**src/rtl/residual_block_scheduler_pkg.sv**
```systemverilog
`default_nettype none
// +--------------------------------------------------------------------------+
// | Package : residual_block_scheduler_pkg                                   |
// | Purpose : Shared encodings for the residual block scheduler: block-class |
// |           codes driven on blk_type, FSM state codes, and the maximum     |
// |           coefficient counts per block class.                            |
// | Revision: 1.0  initial release                                           |
// +--------------------------------------------------------------------------+
package residual_block_scheduler_pkg;

  // Block class codes (blk_type)
  localparam logic [2:0] BLK_LUMA4x4 = 3'd0;
  localparam logic [2:0] BLK_I16DC   = 3'd1;
  localparam logic [2:0] BLK_I16AC   = 3'd2;
  localparam logic [2:0] BLK_CHDC    = 3'd3;
  localparam logic [2:0] BLK_CHAC    = 3'd4;

  // FSM state codes
  localparam logic [2:0] ST_IDLE      = 3'd0;
  localparam logic [2:0] ST_I16_DC    = 3'd1;
  localparam logic [2:0] ST_LUMA      = 3'd2;
  localparam logic [2:0] ST_I16_AC    = 3'd3;
  localparam logic [2:0] ST_CHROMA_DC = 3'd4;
  localparam logic [2:0] ST_CHROMA_AC = 3'd5;
  localparam logic [2:0] ST_DONE      = 3'd6;

  // Maximum coefficient counts
  localparam int MAXC_CHDC = 4;
  localparam int MAXC_AC   = 15;
  localparam int MAXC_FULL = 16;

endpackage : residual_block_scheduler_pkg
`default_nettype wire

```
**src/rtl/residual_block_scheduler_next_coded_blk.sv**
```systemverilog
`default_nettype none
// +--------------------------------------------------------------------------+
// | Module  : residual_block_scheduler_next_coded_blk                        |
// | Purpose : Combinational search for the first luma 4x4 index >= from     |
// |           whose 8x8 group bit is set in cbp_luma.                        |
// | Ports   : from[4:0]     in  start position 0..16 (16 = past the end)     |
// |           cbp_luma[3:0] in  coded 8x8 groups                             |
// |           found         out a coded index exists at or after from        |
// |           idx[3:0]      out that index (0 when not found)                |
// | Revision: 1.0  initial release                                           |
// +--------------------------------------------------------------------------+
module residual_block_scheduler_next_coded_blk (
  input  logic [4:0] from,
  input  logic [3:0] cbp_luma,
  output logic       found,
  output logic [3:0] idx
);

  logic [1:0] grp;
  logic [2:0] above;  // coded groups strictly after grp; bit n = group n+1

  assign grp   = from[3:2];
  assign above = cbp_luma[3:1] & (3'b111 << grp);

  always_comb begin
    found = 1'b0;
    idx   = 4'd0;
    if (!from[4]) begin
      if (cbp_luma[grp]) begin
        // Still inside a coded group: the next index is simply 'from'.
        found = 1'b1;
        idx   = from[3:0];
      end else if (above[0]) begin
        found = 1'b1;
        idx   = 4'd4;
      end else if (above[1]) begin
        found = 1'b1;
        idx   = 4'd8;
      end else if (above[2]) begin
        found = 1'b1;
        idx   = 4'd12;
      end
    end
  end

endmodule : residual_block_scheduler_next_coded_blk
`default_nettype wire

```
**src/rtl/residual_block_scheduler.sv**
```systemverilog
`default_nettype none
// +--------------------------------------------------------------------------+
// | Module  : residual_block_scheduler                                       |
// | Purpose : Issues the residual blocks of one macroblock in H.264 order    |
// |           (I16 DC/AC or luma 4x4, chroma DC, chroma AC), one block per   |
// |           valid/done handshake, then pulses mb_done.                     |
// | Ports   : clk, reset_n (sync, active-low)                                |
// |           start, mb_is_i16, cbp_luma[3:0], cbp_chroma[1:0]  MB inputs    |
// |           blk_done                      block accepted by CAVLC          |
// |           blk_valid, blk_type[2:0], blk_idx[3:0], blk_comp,              |
// |           max_num_coeff[MAXC_W-1:0], blk_skip   block request            |
// |           busy, mb_done                 MB status                        |
// | Config  : RESIDUAL_SKIP_STROBE_EN - one blk_skip cycle per uncoded 4x4   |
// |           position instead of jumping over it.                           |
// | Revision: 1.0  initial release                                           |
// +--------------------------------------------------------------------------+
module residual_block_scheduler
  import residual_block_scheduler_pkg::*;
#(
  parameter int MAXC_W = 5
) (
  input  logic              clk,
  input  logic              reset_n,
  input  logic              start,
  input  logic              mb_is_i16,
  input  logic [3:0]        cbp_luma,
  input  logic [1:0]        cbp_chroma,
  input  logic              blk_done,
  output logic              blk_valid,
  output logic [2:0]        blk_type,
  output logic [3:0]        blk_idx,
  output logic              blk_comp,
  output logic [MAXC_W-1:0] max_num_coeff,
  output logic              blk_skip,
  output logic              busy,
  output logic              mb_done
);

  logic [2:0] state, next_state;
  logic [3:0] cnt, next_cnt;
  logic       comp, next_comp;
  logic       lat_i16;
  logic [3:0] lat_cbp_luma;
  logic [1:0] lat_cbp_chroma;

  // In IDLE the first block is chosen from the live inputs on the start edge.
  logic       eff_i16;
  logic [1:0] eff_cbp_chroma;
  logic       in_blk;
  logic       advance;
  logic [2:0] chroma_entry;
  logic [2:0] chroma_after_dc;

  assign eff_i16        = (state == ST_IDLE) ? mb_is_i16  : lat_i16;
  assign eff_cbp_chroma = (state == ST_IDLE) ? cbp_chroma : lat_cbp_chroma;
  assign in_blk         = (state == ST_I16_DC) || (state == ST_LUMA) || (state == ST_I16_AC) ||
                          (state == ST_CHROMA_DC) || (state == ST_CHROMA_AC);
  assign advance        = (blk_valid & blk_done) | blk_skip;

`ifdef RESIDUAL_SKIP_STROBE_EN
  // Chroma AC positions are always walked so each gets either a block or a strobe.
  assign chroma_entry    = (eff_cbp_chroma != 2'd0) ? ST_CHROMA_DC : ST_CHROMA_AC;
  assign chroma_after_dc = ST_CHROMA_AC;
`else
  logic [3:0] eff_cbp_luma;
  logic [4:0] search_from;
  logic       luma_found;
  logic [3:0] luma_idx;

  assign eff_cbp_luma    = (state == ST_IDLE) ? cbp_luma : lat_cbp_luma;
  assign search_from     = (state == ST_IDLE) ? 5'd0 : ({1'b0, cnt} + 5'd1);
  assign chroma_entry    = (eff_cbp_chroma != 2'd0) ? ST_CHROMA_DC : ST_DONE;
  assign chroma_after_dc = (lat_cbp_chroma == 2'd2) ? ST_CHROMA_AC : ST_DONE;

  residual_block_scheduler_next_coded_blk u_next_coded_blk (
    .from     (search_from),
    .cbp_luma (eff_cbp_luma),
    .found    (luma_found),
    .idx      (luma_idx)
  );
`endif

  // State register
  always_ff @(posedge clk) begin
    if (!reset_n) begin
      state          <= ST_IDLE;
      cnt            <= 4'd0;
      comp           <= 1'b0;
      lat_i16        <= 1'b0;
      lat_cbp_luma   <= 4'd0;
      lat_cbp_chroma <= 2'd0;
    end else begin
      state <= next_state;
      cnt   <= next_cnt;
      comp  <= next_comp;
      if (state == ST_IDLE && start) begin
        lat_i16        <= mb_is_i16;
        lat_cbp_luma   <= cbp_luma;
        lat_cbp_chroma <= cbp_chroma;
      end
    end
  end

  // Next-state logic: every phase change resets cnt/comp to the first position.
  always_comb begin
    next_state = state;
    next_cnt   = cnt;
    next_comp  = comp;
    case (state)
      ST_IDLE: begin
        if (start) begin
          next_comp = 1'b0;
          next_cnt  = 4'd0;
          if (eff_i16) begin
            next_state = ST_I16_DC;
          end else begin
`ifdef RESIDUAL_SKIP_STROBE_EN
            next_state = ST_LUMA;
`else
            if (luma_found) begin
              next_state = ST_LUMA;
              next_cnt   = luma_idx;
            end else begin
              next_state = chroma_entry;
            end
`endif
          end
        end
      end
      ST_I16_DC: begin
        if (advance) begin
          next_cnt = 4'd0;
`ifdef RESIDUAL_SKIP_STROBE_EN
          next_state = ST_I16_AC;
`else
          next_state = (lat_cbp_luma == 4'hF) ? ST_I16_AC : chroma_entry;
`endif
        end
      end
      ST_LUMA: begin
        if (advance) begin
`ifdef RESIDUAL_SKIP_STROBE_EN
          if (cnt != 4'd15) begin
            next_cnt = cnt + 4'd1;
          end else begin
            next_cnt   = 4'd0;
            next_state = chroma_entry;
          end
`else
          if (luma_found) begin
            next_cnt = luma_idx;
          end else begin
            next_cnt   = 4'd0;
            next_state = chroma_entry;
          end
`endif
        end
      end
      ST_I16_AC: begin
        if (advance) begin
          if (cnt != 4'd15) begin
            next_cnt = cnt + 4'd1;
          end else begin
            next_cnt   = 4'd0;
            next_state = chroma_entry;
          end
        end
      end
      ST_CHROMA_DC: begin
        if (advance) begin
          if (!comp) begin
            next_comp = 1'b1;
          end else begin
            next_comp  = 1'b0;
            next_cnt   = 4'd0;
            next_state = chroma_after_dc;
          end
        end
      end
      ST_CHROMA_AC: begin
        if (advance) begin
          next_cnt = cnt + 4'd1;
          if (cnt == 4'd3) begin
            next_cnt = 4'd0;
            if (!comp) begin
              next_comp = 1'b1;
            end else begin
              next_comp  = 1'b0;
              next_state = ST_DONE;
            end
          end
        end
      end
      ST_DONE: next_state = ST_IDLE;
      default: next_state = ST_IDLE;
    endcase
  end

  // Output logic
  always_comb begin
    blk_type      = BLK_LUMA4x4;
    blk_idx       = 4'd0;
    blk_comp      = 1'b0;
    max_num_coeff = '0;
    busy          = (state != ST_IDLE);
    mb_done       = (state == ST_DONE);
    case (state)
      ST_I16_DC: begin
        blk_type      = BLK_I16DC;
        max_num_coeff = MAXC_W'(MAXC_FULL);
      end
      ST_LUMA: begin
        blk_type      = BLK_LUMA4x4;
        blk_idx       = cnt;
        max_num_coeff = MAXC_W'(MAXC_FULL);
      end
      ST_I16_AC: begin
        blk_type      = BLK_I16AC;
        blk_idx       = cnt;
        max_num_coeff = MAXC_W'(MAXC_AC);
      end
      ST_CHROMA_DC: begin
        blk_type      = BLK_CHDC;
        blk_comp      = comp;
        max_num_coeff = MAXC_W'(MAXC_CHDC);
      end
      ST_CHROMA_AC: begin
        blk_type      = BLK_CHAC;
        blk_idx       = cnt;
        blk_comp      = comp;
        max_num_coeff = MAXC_W'(MAXC_AC);
      end
      default: ;
    endcase
`ifdef RESIDUAL_SKIP_STROBE_EN
    blk_valid = 1'b0;
    blk_skip  = 1'b0;
    if (in_blk) begin
      case (state)
        ST_LUMA:      blk_valid = lat_cbp_luma[cnt[3:2]];
        ST_I16_AC:    blk_valid = (lat_cbp_luma == 4'hF);
        ST_CHROMA_AC: blk_valid = (lat_cbp_chroma == 2'd2);
        default:      blk_valid = 1'b1;
      endcase
      blk_skip = ~blk_valid;
    end
`else
    // Only coded positions are ever visited.
    blk_valid = in_blk;
    blk_skip  = 1'b0;
`endif
  end

endmodule : residual_block_scheduler
`default_nettype wire

```
**config.mk**
```make
export PLATFORM = sky130hd
export DESIGN_NAME = residual_block_scheduler
export DESIGN_NICKNAME = d
export VERILOG_FILES = /design/src/rtl/residual_block_scheduler_pkg.sv /design/src/rtl/residual_block_scheduler_next_coded_blk.sv /design/src/rtl/residual_block_scheduler.sv
export SDC_FILE = /design/constraint.sdc
export NUM_CORES = 1
export LEC_CHECK = 0
export CORE_ASPECT_RATIO = 0.75
export CORE_UTILIZATION = 37
export DETAILED_ROUTE_END_ITERATION = 7
export GPL_ROUTABILITY_DRIVEN = 0
export PLACE_DENSITY_LB_ADDON = 0.2
export SYNTH_ARGS = -nofsm -noshare
export SYNTH_HDL_FRONTEND = slang
export SYNTH_SLANG_ARGS = --single-unit
```
**constraint.sdc**
```tcl
create_clock -name clk -period 2.95 [get_ports clk]
set_input_delay 0.7375 -clock clk [delete_from_list [all_inputs] [get_ports clk]]
set_output_delay 0.7375 -clock clk [all_outputs]
set_load 0.01 [all_outputs]
```
==> summary.txt <==
Drt
  • Routed wire length: 3399 µm
  • DRC errors left: 0
  • Drt wl/cell: 13.82 µm
  • DR vias/cell: 5.553
  • Antenna-violating nets left: 0
  • Starting DRT DRC Count: 103
  • Via Count: 1366
  • DRT Pass-1 Iters: 4

Power
  • Max IR drop VDD: 0.5270 mV
  • Total Power: 0.001493 W
  • PD cells: 891.9 mW/mm²
  • Lkg Pwr: 0.5922 nW

Timing
  • Tmin final: 2.656 ns
  • Setup Skew: 0.0007682 ns
  • RSZ-0062 raised after global routing: no
  • Setup tns final: 0 ns
  • Worst Tran Pin Value: 0.5290 ns
  • Normalized max-slew margin: 64.63%
  • Max Freq: 0.3765 GHz
  • Setup violators final: 0
  • Period utilisation layout: 90.04%
  • Slew Limit Fails: 0
  • Final Hold Fails: 0

Synth
  • Synth Net Count: 187
  • Synth area leader: dfxtp_1
  • Post-synthesis sequential area ratio: 22.18%
  • Commonest register cell after synthesis: dfxtp_1
  • Ys async rst share: 0%
  • Yosys warns: 0
  • Synth Instances: 175
  • Number of synthesized register bits: 15
  • Syn avg cell area: 7.736 µm²
  • Synth top area cells: dfxtp_1 (22%), mux2i_1 (5.9%), nand2_1 (4.7%)
  • Synth cell types: 54
  • Number of synthesized flops with an enable pin: 0
  • Cell Area, Synth: 0.001354 mm²
  • Top cell type's share of synthesized area: 22.18%

Final layout
  • Area Growth Syn to Fin: 23.66%
  • Fillers: 321
  • Final Cell Area: 0.001674 mm²
  • Share of layout cells above drive strength 1: 8.673%
  • Non-Filler Instances: 246
  • Commonest non-fill, non-tap cell in the layout: clkdlybuf4s50_1
  • Final Net Count: 209
  • Most frequent cells in the layout: clkdlybuf4s50_1 (26), nand2_1 (17), dfxtp_1 (15), a21oi_1 (11)
  • Antenna cells: 0

Die
  • Full die area: 0.003907 mm²
  • Die Y: 54.39 µm
  • IO Count: 28
  • Core region area: 0.003401 mm²
  • Initial Utilization: 39.81%
  • Rows: 18
  • Chip width: 71.85 µm

Clock network
  • Clock Path Buffers: 2
  • Clock network latency to the later pin of the worst-skew pair: 0.25 ns
  • Clock transition at the registers of the reported paths: 0.06 ns
  • Sink Count: 15
  • CTS buffer count: 3
  • CTS resizes: 0
  • Post-CTS Hold Fix Bufs: 0
  • Root buffer cell: clkbuf_8
  • CTS tree: built
  • Postcts setup bufs: 0
  • H-tree depth: 1

Critical path
  • CP Capture Point: blk_valid
  • Flop2flop setup slack: 0.43 ns
  • Crit path launch type: register
  • Crit Path Category: reg -> out
  • Crit path DAT: 1.92 ns
  • Critical Path Start: state[1]
  • CP endpoint kind: output port
  • Worst EP required: 2.21 ns
  • R2R Path End: cnt[2]
  • Slowest stage cell, crit path: clkdlybuf4s50_1
  • Max incr delay on CP: 0.47 ns
  • CP Max Fanout: 14
  • Reg2reg path depth: 6
  • CP cell instances: buf_4 > nor3_1 > inv_2 > nand2_1 > inv_1 > clkdlybuf4s50_1
  • Critical R2R Launch: cnt[0]

Global route
  • Pin count of the biggest net entering global routing: 19
  • Vias in the first global route: 1185
  • All-layer global routing usage: 18.83%
  • First-pass GRT wire length: 5637 µm
  • Initial antenna violation count: 0
  • Total gr overflow: 0

Job
  • Max cap viols: 0

Placed design
  • Cells after DPL: 242
  • # port buffers: 26
  • Hpwl dp: 2554 µm
  • Placed inst area: 0.001629 mm²

Status
  • Outcome: completed

Min path
  • Worst Hold Class: reg -> reg
[layer usage]
layer	routed length (µm)	track usage (%)
met1	1737	26.16
met2	1449	30.50
met3	186	3.315
met4	26	4.902
met5	0	0
[how the worst min path moves through the flow]
stage / from / end / slack (ns) / cells after the start
after global routing: lat_cbp_chroma[1] / lat_cbp_chroma[1] / 0.57 / 2
after detailed placement: lat_i16 / lat_i16 / 0.53 / 2
after floorplan: lat_i16 / lat_i16 / 0.48 / 2
after global placement: lat_i16 / lat_i16 / 0.50 / 2
after CTS: lat_i16 / lat_i16 / 0.55 / 2
final: lat_i16 / lat_i16 / 0.54 / 2
[critical path, delay by kind of cell (launching register included)]
family | cells | cell delay (ns)
simple gates | 2 | 0.41
flops | 1 | 0.36
buf+inv | 4 | 0.90
[logic make-up after synthesis]
| logic type | after synthesis | synth area share (%) |
|---|---|---|
| AOI/OAI and AO/OA | 54 | 27.82 |
| xor gates and xnor gates | 5 | 5.177 |
| adders and majority gates | 1 | 0.9241 |
| buffers and inverters | 20 | 7.947 |
| DFF | 15 | 22.18 |
| muxes | 9 | 7.579 |
| other | 1 | 0.2770 |
| and+or+nand+nor | 70 | 28.10 |
[synthesized netlist by cell type (4+ instances only)]
master / instances
nand2_1: 17
dfxtp_1: 15
o21ai_0: 10
a31oi_1: 4
and2_1: 6
buf_1: 4
inv_1: 5
nor3_1: 6
a21oi_1: 11
nor2b_1: 9
a211oi_1: 4
nor2_1: 10
nand3_1: 4
mux2i_1: 8
a21boi_0: 7
[final cells by class]
cell class | instances | area (µm²) | area share, %
Timing Repair Buffer | 31 | 297.8 | 17.79
Sequential cell | 15 | 300.3 | 17.94
Clock buffer | 4 | 45.04 | 2.691
Multi-Input combinational cell | 140 | 945.9 | 56.50
Inverter | 6 | 22.52 | 1.345
Tap cell | 50 | 62.56 | 3.737
[state kept, by name, summed over array words and instances (netlist names)]
signal	flops
comp	1
cnt	4
lat_cbp_luma	4
state	3
lat_cbp_chroma	2
lat_i16	1
[through the flow]
| step | utilization [%] | worst slack (ns) | hold WS [ns] |
|---|---|---|---|
| 2_1_floorplan | - | 0.6266 | 0.4825 |
| 3_3_place_gp | 47.90 | 0.4095 | 0.5014 |
| 3_5_place_dp | 47.90 | 0.3043 | 0.5334 |
| 4_1_cts | 49.23 | 0.3137 | 0.5463 |
| 5_1_grt | 49.23 | 0.1844 | 0.5692 |
| 6_report | 49.23 | 0.2938 | 0.5434 |
[where the power goes]
group	switching, W	total, W	internal [W]
Sequential	0.0000919	0.000346	0.000254
Combinational	0.000514	0.000975	0.000461
Clock	0.0000769	0.000173	0.0000957
Total	0.000682	0.00149	0.000811
Power figures use the tool's default switching activity.
